$ cat config.mk
export PLATFORM = sky130hd
export DESIGN_NAME = vc_input_buffer
export DESIGN_NICKNAME = d
export VERILOG_FILES = /design/src/rtl/chiplet_types_pkg.sv /design/src/rtl/vc_fifo.sv /design/src/rtl/vc_input_buffer.sv
export SDC_FILE = /design/constraint.sdc
export NUM_CORES = 1
export LEC_CHECK = 0
export ABC_AREA = 1
export CAP_MARGIN = 30
export CORE_AREA = 4 4 92 94
export DETAILED_ROUTE_END_ITERATION = 10
export DIE_AREA = 0 0 96 98
export HOLD_SLACK_MARGIN = 0.15
export MAX_ROUTING_LAYER = met4
export PLACE_DENSITY = 0.69
export SYNTH_ARGS = -nofsm -noshare
export SYNTH_HDL_FRONTEND = slang
export SYNTH_SLANG_ARGS = --single-unit
$ cat constraint.sdc
create_clock -name CLK -period 3.3 [get_ports CLK]
set_input_delay 0.66 -clock CLK [delete_from_list [all_inputs] [get_ports CLK]]
set_output_delay 0.66 -clock CLK [all_outputs]
set_load 0.02 [all_outputs]
$ cat src/rtl/chiplet_types_pkg.sv
// Shared types for the chiplet link and switch datapath.
// Holds the flit format, the VC index type and the input-buffer FSM states.
package chiplet_types_pkg;

  localparam int unsigned FlitWidth     = 8;
  localparam int unsigned NumVcsDefault = 2;

  typedef logic [FlitWidth-1:0] flit_t;

  typedef logic [$clog2(NumVcsDefault)-1:0] vc_id_t;

  typedef enum logic {
    StIdle,
    StHold
  } ib_state_e;

endpackage

$ cat src/rtl/vc_fifo.sv
// Single-VC circular flit FIFO with registered read/write pointers and occupancy count.
// The head is read straight from storage, so a new flit is visible only after its write edge.
module vc_fifo
  import chiplet_types_pkg::*;
#(
  parameter int unsigned DEPTH = 4
) (
  input  logic                       clk,
  input  logic                       rst,
  input  logic                       push,
  input  logic                       pop,
  input  flit_t                      din,
  output flit_t                      dout,
  output logic                       full,
  output logic                       empty,
  output logic [$clog2(DEPTH+1)-1:0] count
);

  localparam int unsigned PtrW = $clog2(DEPTH);
  localparam int unsigned CntW = $clog2(DEPTH+1);

  flit_t            mem [DEPTH];
  logic [PtrW-1:0]  rd_q, wr_q;
  logic [CntW-1:0]  count_q;
  logic             do_push, do_pop;

  assign full    = (count_q == CntW'(DEPTH));
  assign empty   = (count_q == '0);
  assign count   = count_q;
  assign dout    = mem[rd_q];
  assign do_push = push && !full;
  assign do_pop  = pop && !empty;

  always_ff @(posedge clk) begin
    if (do_push) begin
      mem[wr_q] <= din;
    end
  end

  // DEPTH is a power of two, so pointer overflow is the modulo wrap.
  always_ff @(posedge clk or posedge rst) begin
    if (rst) begin
      rd_q    <= '0;
      wr_q    <= '0;
      count_q <= '0;
    end else begin
      if (do_push) wr_q <= wr_q + PtrW'(1);
      if (do_pop)  rd_q <= rd_q + PtrW'(1);
      unique case ({do_push, do_pop})
        2'b10:   count_q <= count_q + CntW'(1);
        2'b01:   count_q <= count_q - CntW'(1);
        default: count_q <= count_q;
      endcase
    end
  end

endmodule

$ cat src/rtl/vc_input_buffer.sv
// Per-link input buffer: one FIFO per VC, round-robin head selection and a HOLD state
// that pins the presented VC until the switch accepts it.
module vc_input_buffer
  import chiplet_types_pkg::*;
#(
  parameter int unsigned NUM_VCS = NumVcsDefault,
  parameter int unsigned DEPTH   = 4
) (
  input  logic                       CLK,
  input  logic                       RST,
  input  flit_t                      in_flit,
  input  logic                       in_valid,
  input  logic [$clog2(NUM_VCS)-1:0] in_vc,
  output logic [NUM_VCS-1:0]         credit_return,
  output flit_t                      out_flit,
  output logic                       out_valid,
  output logic [$clog2(NUM_VCS)-1:0] out_vc,
  input  logic                       out_ready,
  output logic [NUM_VCS-1:0]         buffer_available,
  output logic                       overflow_err
);

  localparam int unsigned VcW  = $clog2(NUM_VCS);
  localparam int unsigned CntW = $clog2(DEPTH+1);

  flit_t              head [NUM_VCS];
  logic [CntW-1:0]    count [NUM_VCS];
  logic [NUM_VCS-1:0] full, empty, push, pop;

  ib_state_e          state_q, state_d;
  logic [VcW-1:0]     sel_q, sel_d;
  logic [VcW-1:0]     rr_q, rr_d;
  logic [NUM_VCS-1:0] credit_q;
  logic               overflow_q;

  logic               found;
  logic [VcW-1:0]     rr_sel;
  int unsigned        idx;

  for (genvar v = 0; v < NUM_VCS; v++) begin : g_vc
    vc_fifo #(
      .DEPTH (DEPTH)
    ) u_fifo (
      .clk   (CLK),
      .rst   (RST),
      .push  (push[v]),
      .pop   (pop[v]),
      .din   (in_flit),
      .dout  (head[v]),
      .full  (full[v]),
      .empty (empty[v]),
      .count (count[v])
    );

    // Fullness comes from the pre-edge count, so a simultaneous pop never frees a slot.
    assign push[v]             = in_valid && (in_vc == VcW'(v)) && !full[v];
    assign buffer_available[v] = (count[v] != CntW'(DEPTH));
  end

  always_comb begin
    found  = 1'b0;
    rr_sel = '0;
    idx    = 0;
    for (int i = 0; i < NUM_VCS; i++) begin
      idx = (int'(rr_q) + i) % NUM_VCS;
      if (!found && !empty[idx]) begin
        found  = 1'b1;
        rr_sel = VcW'(idx);
      end
    end
  end

  always_comb begin
    state_d   = state_q;
    sel_d     = sel_q;
    rr_d      = rr_q;
    out_valid = 1'b0;
    out_vc    = '0;
    pop       = '0;
    unique case (state_q)
      StIdle: begin
        if (found) begin
          out_valid = 1'b1;
          out_vc    = rr_sel;
          if (out_ready) begin
            pop[rr_sel] = 1'b1;
            rr_d        = VcW'((int'(rr_sel) + 1) % NUM_VCS);
          end else begin
            sel_d   = rr_sel;
            state_d = StHold;
          end
        end
      end
      StHold: begin
        out_valid = 1'b1;
        out_vc    = sel_q;
        if (out_ready) begin
          pop[sel_q] = 1'b1;
          rr_d       = VcW'((int'(sel_q) + 1) % NUM_VCS);
          state_d    = StIdle;
        end
      end
      default: state_d = StIdle;
    endcase
  end

  assign out_flit      = out_valid ? head[out_vc] : '0;
  assign credit_return = credit_q;
  assign overflow_err  = overflow_q;

  always_ff @(posedge CLK or posedge RST) begin
    if (RST) begin
      state_q    <= StIdle;
      sel_q      <= '0;
      rr_q       <= '0;
      credit_q   <= '0;
      overflow_q <= 1'b0;
    end else begin
      state_q  <= state_d;
      sel_q    <= sel_d;
      rr_q     <= rr_d;
      credit_q <= pop;
      if (in_valid && full[in_vc]) begin
        overflow_q <= 1'b1;
      end
    end
  end

endmodule
==> run_results.csv <==
group,metric,value,unit
sta,slew_headroom,45.73,%
route,drt_first_pass_iters,4,
final_layout,final_nets,384,
clock_network,clockBufferDepth,2,
final_layout,layout.cells.non_filler,465,
route,detail_route.wl_per_cell,15.77,um
sta,finalCriticalPeriod,2.981,ns
critical_path,worst_r2r_path_depth,11,
final_layout,most-common-layout-cells,"edfxtp_1, nor2_1, nand2_1",
sta,drv_slew,0,
synth,synth_nets,348,
sta,post-route-period-util,90.35,%
sta,rsz0062_at_grt,"false",
sta,worst_clock_skew,0.009861,ns
critical_path,reg2reg_from,"state_q$_DFF_PP0_",
synth,syn_inst,323,
synth,synth_edf_count,64,
final_layout,syn2layout_area_growth,15.00,%
clock_network,post_cts_resized,0,
clock_network,clock_latency,0.35,ns
critical_path,endpoint,"out_flit[6]",
synth,synth_top_cell_area_share,51.10,%
global_route,antenna_found_initial,0,
die,die_width,96,um
sta,finalSetupTns,0,ns
run_status,outcome,"complete, no violations",
route,via_count,2393,
synth,synth_area,3761,sq um
critical_path,path_common_cell,"nor2_1",
critical_path,worstPathRequired,2.64,ns
critical_path,path_cells,"nand2_2 > inv_2 > a21oi_4 > nor2_1 > nor2_1 > clkdlybuf4s50_1",
critical_path,cp_num_buf_inv,2,
synth,synthMuxAreaShare,0,%
synth,synth_compound_area_share,7.884,%
final_layout,diodes,0,
clock_network,clk_pin_slew,0.08,ns
synth,synth_fa_ha_area_share,4.391,%
synth,synth_area_leaders,"edfxtp_1, dfrtp_1, nor2_1, nand2_1, ha_1",
die,rows,32,
placement,placed_area,4145,sq um
clock_network,cts_sinks,84,
global_route,gr-total-overflow,0,
sta,finalSetupViolCount,0,
clock_network,cts_buffers,9,
final_layout,drive_gt1_share,12.95,%
min_path,min_path_cells,1,
critical_path,critical-path-top-delay-family,"buffers and inverters",
synth,synth_seq_cells,84,
synth,synth_top_family_by_area,"simple AND/OR/NAND/NOR gates",
final_layout,fin_area,4325,sq um
synth,synth_xor_area_share,1.863,%
pwr,pwr_density_cell,878.7,nW/um^2
critical_path,crit_cells,6,
pwr,power.leakage,1.701,nW
critical_path,slowest_delay,0.63,ns
critical_path,cp_slowest_cell,"clkdlybuf4s50_1",
placement,io_buffers,27,
synth,yosysSeqAreaShare,64.40,%
die,dieHeight,98,um
critical_path,cp-startpoint,"state_q$_DFF_PP0_",
global_route,grt_max_degree,21,
global_route,track_usage,17.46,%
clock_network,hold_buffers,0,
route,avgViaCountPerCell,5.146,
pwr,ir_drop,358.2,uV
sta,fmax,0.3354,GHz
synth,synthFlopType,"edfxtp_1",
critical_path,reg2reg_slack,0.82,ns
clock_network,cts_tree,"done",
die,fp.dieArea,9408,sq um
sta,hold_viol,0,
placement,place_inst,450,
clock_network,post_cts_buffers,0,
critical_path,path_class,"reg2out",
critical_path,r2r-end,"g_vc[0].u_fifo.count[2]$_DFFE_PP0P_",
route,final_antenna_net_count,0,
final_layout,layout_commonest_cell,"edfxtp_1",
synth,avgSynthCellArea,11.64,sq um
clock_network,cts.htree.levels,3,
synth,synth_simple_gate_area_share,16.50,%
route,dr.first_iter.drc_count,131,
synth,async_flop_share,23.81,%
route,routed_wl,7.333,mm
synth,yosysTopAreaCell,"edfxtp_1",
die,io_pins,28,
sta,worst_pin_slew,0.8111,ns
die,start_util,49.18,%
clock_network,clock-root-buffer,"clkbuf_8",
critical_path,path_max_fanout,10,
route,drc,0,
critical_path,worstSetupEndpointType,"primary output",
synth,synth.distinct_cells,31,
run,maxCapViolCount,0,
placement,gp_congestion,0.8082,
synth,ys_warn_count,0,
placement,hpwl,5.137,mm
global_route,grt_pass1_wl,11.87,mm
die,core,7647,sq um
global_route,grt_pass1_vias,2359,
critical_path,cp-start-kind,"flop",
critical_path,cp.arrival,2.32,ns
min_path,hold_class,"reg2reg",
## state kept, by name, summed over array words and instances, names as in the netlist
signal	flops
g_vc.u_fifo.count	6
overflow_err	1
credit_return	2
g_vc.u_fifo.wr_q	4
g_vc.u_fifo.rd_q	4
rr_q	1
sel_q	1
state_q	1
g_vc.u_fifo.mem	64
## per-layer routing
metal  wire length (um)  global-route usage [%]  vias up
met5                  0                       -        -
li1                   -                       -     1166
met2               3611                   26.93       72
met1               3081                   22.72     1144
met3                507                   3.698       11
met4                132                   6.346        0
## synth_stat cells (3+ instances only)
master	instances
inv_2	7
dfrtp_1	20
nand4_1	9
o21ai_0	20
xor2_1	5
nand2_4	6
nor2_1	58
nand3_2	3
inv_1	25
nand3_1	4
edfxtp_1	64
xnor2_1	3
a21oi_1	13
a32oi_1	8
nand2_1	44
buf_4	4
ha_1	10
## power breakdown
group | leakage [nW] | total, W | internal (W) | switching (W)
registers | 0.815 | 0.00147 | 0.00133 | 0.000134
clock network | 0.0923 | 0.000691 | 0.000339 | 0.000352
logic | 0.794 | 0.00164 | 0.000627 | 0.00101
## kinds of logic (layout without fill, tap and decap cells)
family / Yosys count / in the layout
DFF: 84 / 84
adders and majority gates: 12 / 12
buffers and inverters: 41 / 81
AOI/OAI and AO/OA: 47 / 47
xor gates and xnor gates: 8 / 8
and+or+nand+nor: 131 / 131
## area by class of cell
class                           count  area (sq um)
Fill cell                         631          3322
Sequential cell                    84          2422
Multi-Input combinational cell    198          1152
Timing Repair Buffer               34         322.8
Tap cell                          102         127.6
Clock buffer                        9         123.9
Inverter                           32         120.1
Clock inverter                      6         56.30
## worst min-delay path by stage
stage                                              from                                   to  slack (ns)
finish                         overflow_err$_DFFE_PP0P_             overflow_err$_DFFE_PP0P_        0.47
detailed placement             overflow_err$_DFFE_PP0P_             overflow_err$_DFFE_PP0P_        0.46
floorplan           g_vc[0].u_fifo.count[0]$_DFFE_PP0P_  g_vc[0].u_fifo.count[0]$_DFFE_PP0P_        0.46
global placement               overflow_err$_DFFE_PP0P_             overflow_err$_DFFE_PP0P_        0.46
global route        g_vc[0].u_fifo.count[0]$_DFFE_PP0P_  g_vc[0].u_fifo.count[0]$_DFFE_PP0P_        0.49
CTS                            overflow_err$_DFFE_PP0P_             overflow_err$_DFFE_PP0P_        0.47
## per-stage QoR
| step | hold WS, ns | power (W) | util (%) | worst slack [ns] |
|---|---|---|---|---|
| 2_1_floorplan | 0.4576 | 0.002603 | - | 1.168 |
| 3_3_place_gp | 0.4586 | 0.003096 | 54.20 | 0.5800 |
| 3_5_place_dp | 0.4574 | 0.003132 | 54.20 | 0.4980 |
| 4_1_cts | 0.4750 | 0.003824 | 56.56 | 0.2996 |
| 5_1_grt | 0.4932 | 0.004055 | 56.56 | 0.1963 |
| 6_report | 0.4733 | 0.003801 | 56.56 | 0.3186 |
No activity file was read; power rests on OpenSTA's default activity.
